**config.mk**
```make
export PLATFORM = sky130hd
export DESIGN_NAME = fetch_prefetch
export DESIGN_NICKNAME = d
export VERILOG_FILES = /design/src/rtl/fetch_pkg.sv /design/src/rtl/fetch_prefetch.sv
export SDC_FILE = /design/constraint.sdc
export NUM_CORES = 1
export LEC_CHECK = 0
export CAP_MARGIN = 30
export CORE_ASPECT_RATIO = 0.75
export CORE_MARGIN = 1
export CORE_UTILIZATION = 45
export DETAILED_ROUTE_END_ITERATION = 8
export DONT_BUFFER_PORTS = 1
export SLEW_MARGIN = 20
export SYNTH_ARGS = -nofsm -noshare
export SYNTH_HDL_FRONTEND = slang
export SYNTH_SLANG_ARGS = --single-unit
```
**constraint.sdc**
```tcl
create_clock -name clock -period 5 [get_ports clock]
set_input_delay 1 -clock clock [delete_from_list [all_inputs] [get_ports clock]]
set_output_delay 1 -clock clock [all_outputs]
set_load 0.005 [all_outputs]
```
**src/rtl/fetch_pkg.sv**
```systemverilog
// Shared types and defaults for the instruction prefetch stage.
package fetch_pkg;

    localparam int          XLEN_DEF     = 32;
    localparam logic [31:0] RESET_PC_DEF = 32'h2000_0000;
    localparam int          INSN_BYTES   = 4;

    // Queue slot payload. The PC lives in its own XLEN-wide array so the
    // slot layout does not depend on the address width.
    typedef struct packed {
        logic [31:0] instr;
        logic        err;
        logic        filled;
    } fetch_slot_t;

endpackage

```
**src/rtl/fetch_prefetch.sv**
```systemverilog
// Instruction prefetch: sequential PC generation, up to DEPTH outstanding
// imem requests, and an in-order queue of returned words feeding decode.
// A redirect flushes the queue and drops responses to stale requests.
module fetch_prefetch
    import fetch_pkg::*;
#(
    parameter int              XLEN     = XLEN_DEF,
    parameter int              DEPTH    = 4,
    parameter logic [XLEN-1:0] RESET_PC = XLEN'(RESET_PC_DEF)
) (
    input  logic            clock,
    input  logic            reset,
    input  logic            redirect_valid,
    input  logic [XLEN-1:0] redirect_pc,
    output logic            imem_req_valid,
    input  logic            imem_req_ready,
    output logic [XLEN-1:0] imem_req_addr,
    input  logic            imem_resp_valid,
    input  logic [31:0]     imem_resp_data,
    input  logic            imem_resp_err,
    output logic            fetch_o_valid,
    input  logic            fetch_o_ready,
    output logic [31:0]     fetch_o_instr,
    output logic [XLEN-1:0] fetch_o_pc,
    output logic [XLEN-1:0] fetch_o_pre_pc,
    output logic            fetch_o_err
);

    // Pointers carry one extra wrap bit so full and empty are distinguishable.
    localparam int IW = $clog2(DEPTH);
    localparam int PW = IW + 1;

    logic [PW-1:0]   head_q, fill_q, tail_q;
    logic [PW-1:0]   discard_q;
    logic [XLEN-1:0] fetch_pc_q;

    logic [XLEN-1:0] pc_q   [DEPTH];
    fetch_slot_t     slot_q [DEPTH];

    logic [PW-1:0]   occupancy;
    logic [IW-1:0]   head_idx, fill_idx, tail_idx;
    logic            req_fire, deq_fire, resp_keep;
    logic [PW:0]     discard_redir;

    assign head_idx  = head_q[IW-1:0];
    assign fill_idx  = fill_q[IW-1:0];
    assign tail_idx  = tail_q[IW-1:0];
    assign occupancy = tail_q - head_q;

    assign imem_req_valid = (occupancy < PW'(DEPTH)) && (discard_q == '0) && !reset;
    assign imem_req_addr  = fetch_pc_q;
    assign req_fire       = imem_req_valid && imem_req_ready;

    // A response is written only when it belongs to a live request.
    assign resp_keep = imem_resp_valid && (discard_q == '0);

    assign fetch_o_valid  = slot_q[head_idx].filled && !redirect_valid && !reset;
    assign fetch_o_instr  = slot_q[head_idx].instr;
    assign fetch_o_err    = slot_q[head_idx].err;
    assign fetch_o_pc     = pc_q[head_idx];
    assign fetch_o_pre_pc = pc_q[head_idx] + XLEN'(INSN_BYTES);
    assign deq_fire       = fetch_o_valid && fetch_o_ready;

    // Stale responses still owed by memory after a redirect: everything
    // requested but not yet returned, plus one issued this cycle, minus one
    // arriving this cycle. Computed one bit wider so the intermediate sum
    // cannot wrap before the subtraction.
    always_comb begin
        discard_redir = {1'b0, tail_q - fill_q}
                      + {1'b0, discard_q}
                      + (PW+1)'(req_fire)
                      - (PW+1)'(imem_resp_valid);
    end

    // Pointers, fetch PC and discard counter; redirect overrides all traffic.
    always_ff @(posedge clock) begin
        if (reset) begin
            head_q     <= '0;
            fill_q     <= '0;
            tail_q     <= '0;
            discard_q  <= '0;
            fetch_pc_q <= RESET_PC;
        end else if (redirect_valid) begin
            head_q     <= '0;
            fill_q     <= '0;
            tail_q     <= '0;
            discard_q  <= discard_redir[PW-1:0];
            fetch_pc_q <= {redirect_pc[XLEN-1:2], 2'b00};
        end else begin
            if (req_fire) begin
                tail_q     <= tail_q + PW'(1);
                fetch_pc_q <= fetch_pc_q + XLEN'(INSN_BYTES);
            end
            if (imem_resp_valid) begin
                if (discard_q != '0) discard_q <= discard_q - PW'(1);
                else                 fill_q    <= fill_q + PW'(1);
            end
            if (deq_fire) head_q <= head_q + PW'(1);
        end
    end

    // Slot storage: allocate at tail, fill in request order, clear on dequeue.
    // The three indices never collide in legal operation (full blocks issue,
    // an unfilled head cannot dequeue).
    always_ff @(posedge clock) begin
        if (reset || redirect_valid) begin
            for (int i = 0; i < DEPTH; i++) slot_q[i].filled <= 1'b0;
        end else begin
            if (req_fire) begin
                pc_q[tail_idx]          <= fetch_pc_q;
                slot_q[tail_idx].filled <= 1'b0;
            end
            if (resp_keep) begin
                slot_q[fill_idx].instr  <= imem_resp_data;
                slot_q[fill_idx].err    <= imem_resp_err;
                slot_q[fill_idx].filled <= 1'b1;
            end
            if (deq_fire) slot_q[head_idx].filled <= 1'b0;
        end
    end

endmodule

```
Word-level counts from Yosys, hierarchy flattened
Memories as Yosys holds them, arrays and structs flattened. A register that Yosys moved wholly into a read port is not among the register bits.
Cells that the tools add are included.
{"block": "op_classes", "eq_ne": 0, "n_reduce_logical": 21, "shifts": 0, "mul": 0, "bitwise": 1, "muxes": 29, "add_sub_neg": 11, "div_mod_pow": 0, "order_cmp": 1}
{"op": "34-bit two-way mux", "n": 3}
{"op": "34-bit OR reduction", "n": 3}
{"op": "32-bit by 3-bit adder with 32-bit output, second input constant", "n": 2}
{"op": "32-bit two-way mux", "n": 2}
{"op": "2-bit two-way mux", "n": 10}
{"op": "1-bit two-way mux", "n": 11}
{"op": "3-bit by 1-bit adder with 3-bit output, second input constant", "n": 3}
{"op": "3-bit two-way mux", "n": 3}
{"op": "1-bit logical AND", "n": 7}
{"op": "2-bit nonzero test", "n": 3}
{"op": "3-bit subtractor", "n": 2}
{"op": "2-bit AND reduction", "n": 2}
{"op": "3-bit by 1-bit adder with 3-bit output", "n": 1}
{"op": "3-bit adder", "n": 1}
{"op": "3-bit logical NOT", "n": 1}
{"op": "3-bit less-than comparator, second input constant", "n": 1}
{"op": "3-bit nonzero test", "n": 1}
{"op": "3-bit by 1-bit subtractor with 3-bit output", "n": 1}
{"op": "3-bit by 1-bit subtractor with 3-bit output, second input constant", "n": 1}
{"op": "1-bit logical NOT", "n": 2}
{"op": "2-bit OR reduction", "n": 1}
{"op": "1-bit logical OR", "n": 1}
{"op": "1-bit inverter", "n": 1}
{"block": "totals", "mem_bits_ro": 0, "reg_bits": 44, "input_bits": 71, "output_inout_bits": 131, "n_memories": 2, "mem_bits_rw": 264, "word_cells": 71, "latch_bits": 0}
{"name": "slot_q", "depth": 4, "word_bits": 34, "read_ports": 1, "rd_ports_with_merged_regs": 1, "write_ports": 4, "line_no": "fetch_prefetch.sv:38", "text": "fetch_slot_t slot_q [DEPTH];"}
{"name": "pc_q", "depth": 4, "word_bits": 32, "read_ports": 1, "rd_ports_with_merged_regs": 1, "write_ports": 1, "line_no": "fetch_prefetch.sv:37", "text": "logic [XLEN-1:0] pc_q [DEPTH];"}

Longest topological paths before layout
{"block": "depth", "ltp_word": 10, "ltp_mapped": 15, "ltp_nobuf": 14}

Least setup slack after synthesis
No wires, ideal clock.
{"block": "synth_path", "path_type": "input port to flip-flop", "start": "in reset", "end": "mem pc_q[3][10] (netlist name) (enable)", "setup_ns": 0.417, "arrival_ns": 3.321, "n_path_buf": 1, "required_time_ns": 4.583, "setup_slack_ns": 1.262, "cell_stages": 7, "path_cell_list": "nand4bb_1 nor2b_1 mux2i_2 clkinv_1 clkbuf_1 nand2_1 nor2_1"}
{"block": "synth_between", "elab_chain_cells": 6, "word_cells_on_any_way": 7, "cone_classes": "3 x mux; 4 x reduce/logical"}
{"item": "start: declaration", "line_no": "fetch_prefetch.sv:12", "text": "input logic reset,"}
{"item": "1-bit logical NOT", "line_no": "fetch_prefetch.sv:50", "text": "assign imem_req_valid = (occupancy < PW'(DEPTH)) && (discard_q == '0) && !reset;"}
{"item": "1-bit logical AND", "line_no": "fetch_prefetch.sv:50"}
{"item": "1-bit logical AND", "line_no": "fetch_prefetch.sv:52", "text": "assign req_fire = imem_req_valid && imem_req_ready;"}
{"item": "named net req_fire", "line_no": "fetch_prefetch.sv:42", "text": "logic req_fire, deq_fire, resp_keep;"}
{"item": "1-bit two-way mux", "line_no": "fetch_prefetch.sv:109", "text": "if (req_fire) begin"}
{"item": "1-bit two-way mux", "line_no": "fetch_prefetch.sv:106", "text": "if (reset || redirect_valid) begin"}
{"item": "1-bit two-way mux (not written as such)", "line_no": "fetch_prefetch.sv:110", "text": "pc_q[tail_idx] <= fetch_pc_q;"}
{"item": "end: declaration", "line_no": "fetch_prefetch.sv:37"}
The timed path passes the listed nets, and every way through them passes these cells.

==> results.md <==
* Starting Density at 0.463
* Fmax at 233 MHz
* Hold-fix buffers at CTS at 0
* Core Rows at 52
* Wire length per cell at 23.1 microns
* Multi-input gate area at 0.00377 sq mm
* Buf+Inv Stages, Crit Path at 1
* MaxCap Viol Count at 0
* Die H at 147 microns
* Clock Latency Late Sink at 0.55 ns
* Logic pwr share at 0.079
* Clock Power Share at 0.397
* CTS clk-pin slew, worst paths at 0.06 ns
* Largest stage delay, worst path at 0.60 ns
* Die area at 0.0286 sq mm
* Placed instance count at 1,096
* Synthesis-stage register bit count at 300
* Max Slew Vio Count at 0
* Most frequent cells in the layout: edfxtp_1 (252), mux4_2 (60), nor2_1 (57)
* Post-synth EDFFs at 252
* Leak at 0.00436 uW
* # clock sinks at 300
* Final wirelength at 26.7 mm
* Number of H-tree levels at 1
* # IOs at 202
* Gpl congestion at 0.852
* Sw Ratio at 0.227
* DRC Markers at 0
* Status: completed
* # setup viols final at 0
* Largest net degree at the start of global routing at 42
* Sequential fraction of the synthesis area at 0.678
* CTS buffer count at 30
* Die width at 195 microns
* Final #Nets at 874
* DR vias at 6,624
* GR Util All Layers at 0.188
* Fillers at 2,221
* CTS tree: yes
* Layout cells sized above 1 at 0.169
* Synthesis-to-finish area growth at 11.0%
* Maximum VDD drop at 237 uV
* Relative max-transition margin at 0.505
* Kind of end point of the critical path: output port
* First-pass GRT wire length at 41.2 mm
* Sequential power share at 0.524
* Worst Max-Slew Pin Slew at 0.742 ns
* Initial DRC count at 380
* ANT nets after route at 0
* TNS Setup at 0 ns
* RSZ-0062 raised after global routing: false
* Worst-path maximum fanout at 21
* CP startpoint kind: register
* Root buf cell: clkbuf_16
* Worst hold path type: register to register
* Number of global-route vias before repair at 6,938
* Core area at 0.0272 sq mm
* Cell variety after synth at 55
* Pre-antenna DRT Iters at 5
* Detailed placement HPWL at 17.9 mm
* Ys Warns at 0
* Main synth FF type: edfxtp_1
* Synth Cell Area at 0.0126 sq mm
* Register area at 0.00854 sq mm
* Initial antenna violation count at 1
* Cells after Synth at 768
* Commonest non-fill, non-tap cell in the layout: edfxtp_1
* CP Cell Sequence: buf_4 -> mux4_2 -> nand4_2 -> or4_4 -> nor2_4 -> and4_1 -> xor2_1
* Routed vias/inst at 5.73
* Post-synth ARST share at 0
* Syn Area/Cell at 16.4 sq um
* Post-Layout Cell Count at 1,156
* Pwr dens at 394 mW/mm^2
* Port bufs at 0
* Arrival @ worst endpoint at 3.30 ns
* Grt total ovfl at 0
* Resized Gates After CTS at 0
* Crit path time final at 4.30 ns
* NetSw at 1250 uW
* Hold Fails Final Rpt at 0
* Clk buf depth at 3
* Worst Clk Skew at 0.0149 ns
* Final period utilization at 0.860
* Delay-heaviest family, CP: simple AND/OR/NAND/NOR gates
* Slowest-stage cell, CP: or4_4
* Post-CTS Setup Inserts at 0
* Critical setup path kind: register to output port
* Crit path required time at 4.00 ns
* Internal power at 4250 uW
[layout make-up]
cell class	count	share of cell area
Inverter	26	0.00699
Antenna cell	1	0.000179
Tap cell	351	0.0315
Timing Repair Buffer	14	0.0111
Clock buffer	35	0.0566
Sequential cell	300	0.611
Multi-Input combinational cell	409	0.270
Clock inverter	20	0.0124
[power groups by stage]
| stage | registers, uW | logic, uW | clock network, uW |
|---|---|---|---|
| floorplan | 2900 | 339 | 0 |
| finish | 2880 | 436 | 2180 |
| global placement | 2930 | 412 | 0 |
| CTS | 2880 | 434 | 2250 |
| global route | 2890 | 486 | 2340 |
| detailed placement | 2940 | 432 | 0 |
[flip-flops by register name (all words and copies together) (netlist names), named ones only]
signal / flops
slot_q: 136
pc_q: 120
imem_req_addr: 30
discard_q: 3
fill_q: 3
head_q: 3
tail_q: 3
[cells by family after synthesis]
| logic type | count (synthesis) | share of synthesized area |
|---|---|---|
| flops | 300 | 0.678 |
| fa+ha+maj | 22 | 0.0249 |
| other cells | 1 | 0.000298 |
| xor+xnor | 65 | 0.0453 |
| mux | 67 | 0.118 |
| buf+inv | 64 | 0.0252 |
| compound gates | 53 | 0.0295 |
| simple gates | 196 | 0.0786 |
[metal layers]
layer	global-route usage	part of all wire	vias to the layer above
met5	0	0	-
met4	0.0406	0.016	0
met3	0.0386	0.053	29
met2	0.313	0.49	179
met1	0.257	0.44	3425
li1	-	-	2991
[stage by stage]
step	instance area (sq um)	utilization	hold slack [ns]	power (uW)	setup slack [ns]
2_1_floorplan	12600	-	0.469	3240	1.26
3_3_place_gp	12900	0.475	0.479	3340	1.07
3_5_place_dp	12900	0.475	0.488	3370	1.00
6_report	14000	0.513	0.492	5500	0.700
5_1_grt	14000	0.513	0.491	5720	0.473
4_1_cts	13900	0.511	0.489	5560	0.407
[path summary, 6_finish.rpt]
check / from / end / slack, ns / cells past startpoint
setup / recovery: register / fetch_o_pre_pc[24] / 0.70 / 7
hold / removal: fill_q[1] / fill_q[1] / 0.49 / 2
setup reg to reg: tail_q[1] / discard_q[2] / 1.40 / 12
hold reg to reg: fill_q[1] / fill_q[1] / 0.49 / 2
[synthesized netlist by cell type, types with 17 or more instances]
master / count / area (sq um)
dfxtp_1: 48 / 961
nand2_1: 42 / 158
ha_1: 17 / 213
xor2_1: 18 / 158
nor2_1: 58 / 218
clkbuf_1: 20 / 75.1
mux4_2: 60 / 1350
a211oi_1: 21 / 158
inv_1: 23 / 86.3
edfxtp_1: 252 / 7570
xnor2_1: 47 / 412
nand4_1: 18 / 113
nand3_1: 17 / 85.1
[tightest hold or removal path: cells and delay by family, from the launching register on]
kind             cells  cell delay (ns)
flip-flops           1             0.33
AND/OR/NAND/NOR      1             0.06
AO/OA/AOI/OAI        1             0.05
Power figures use the tool's default switching activity.
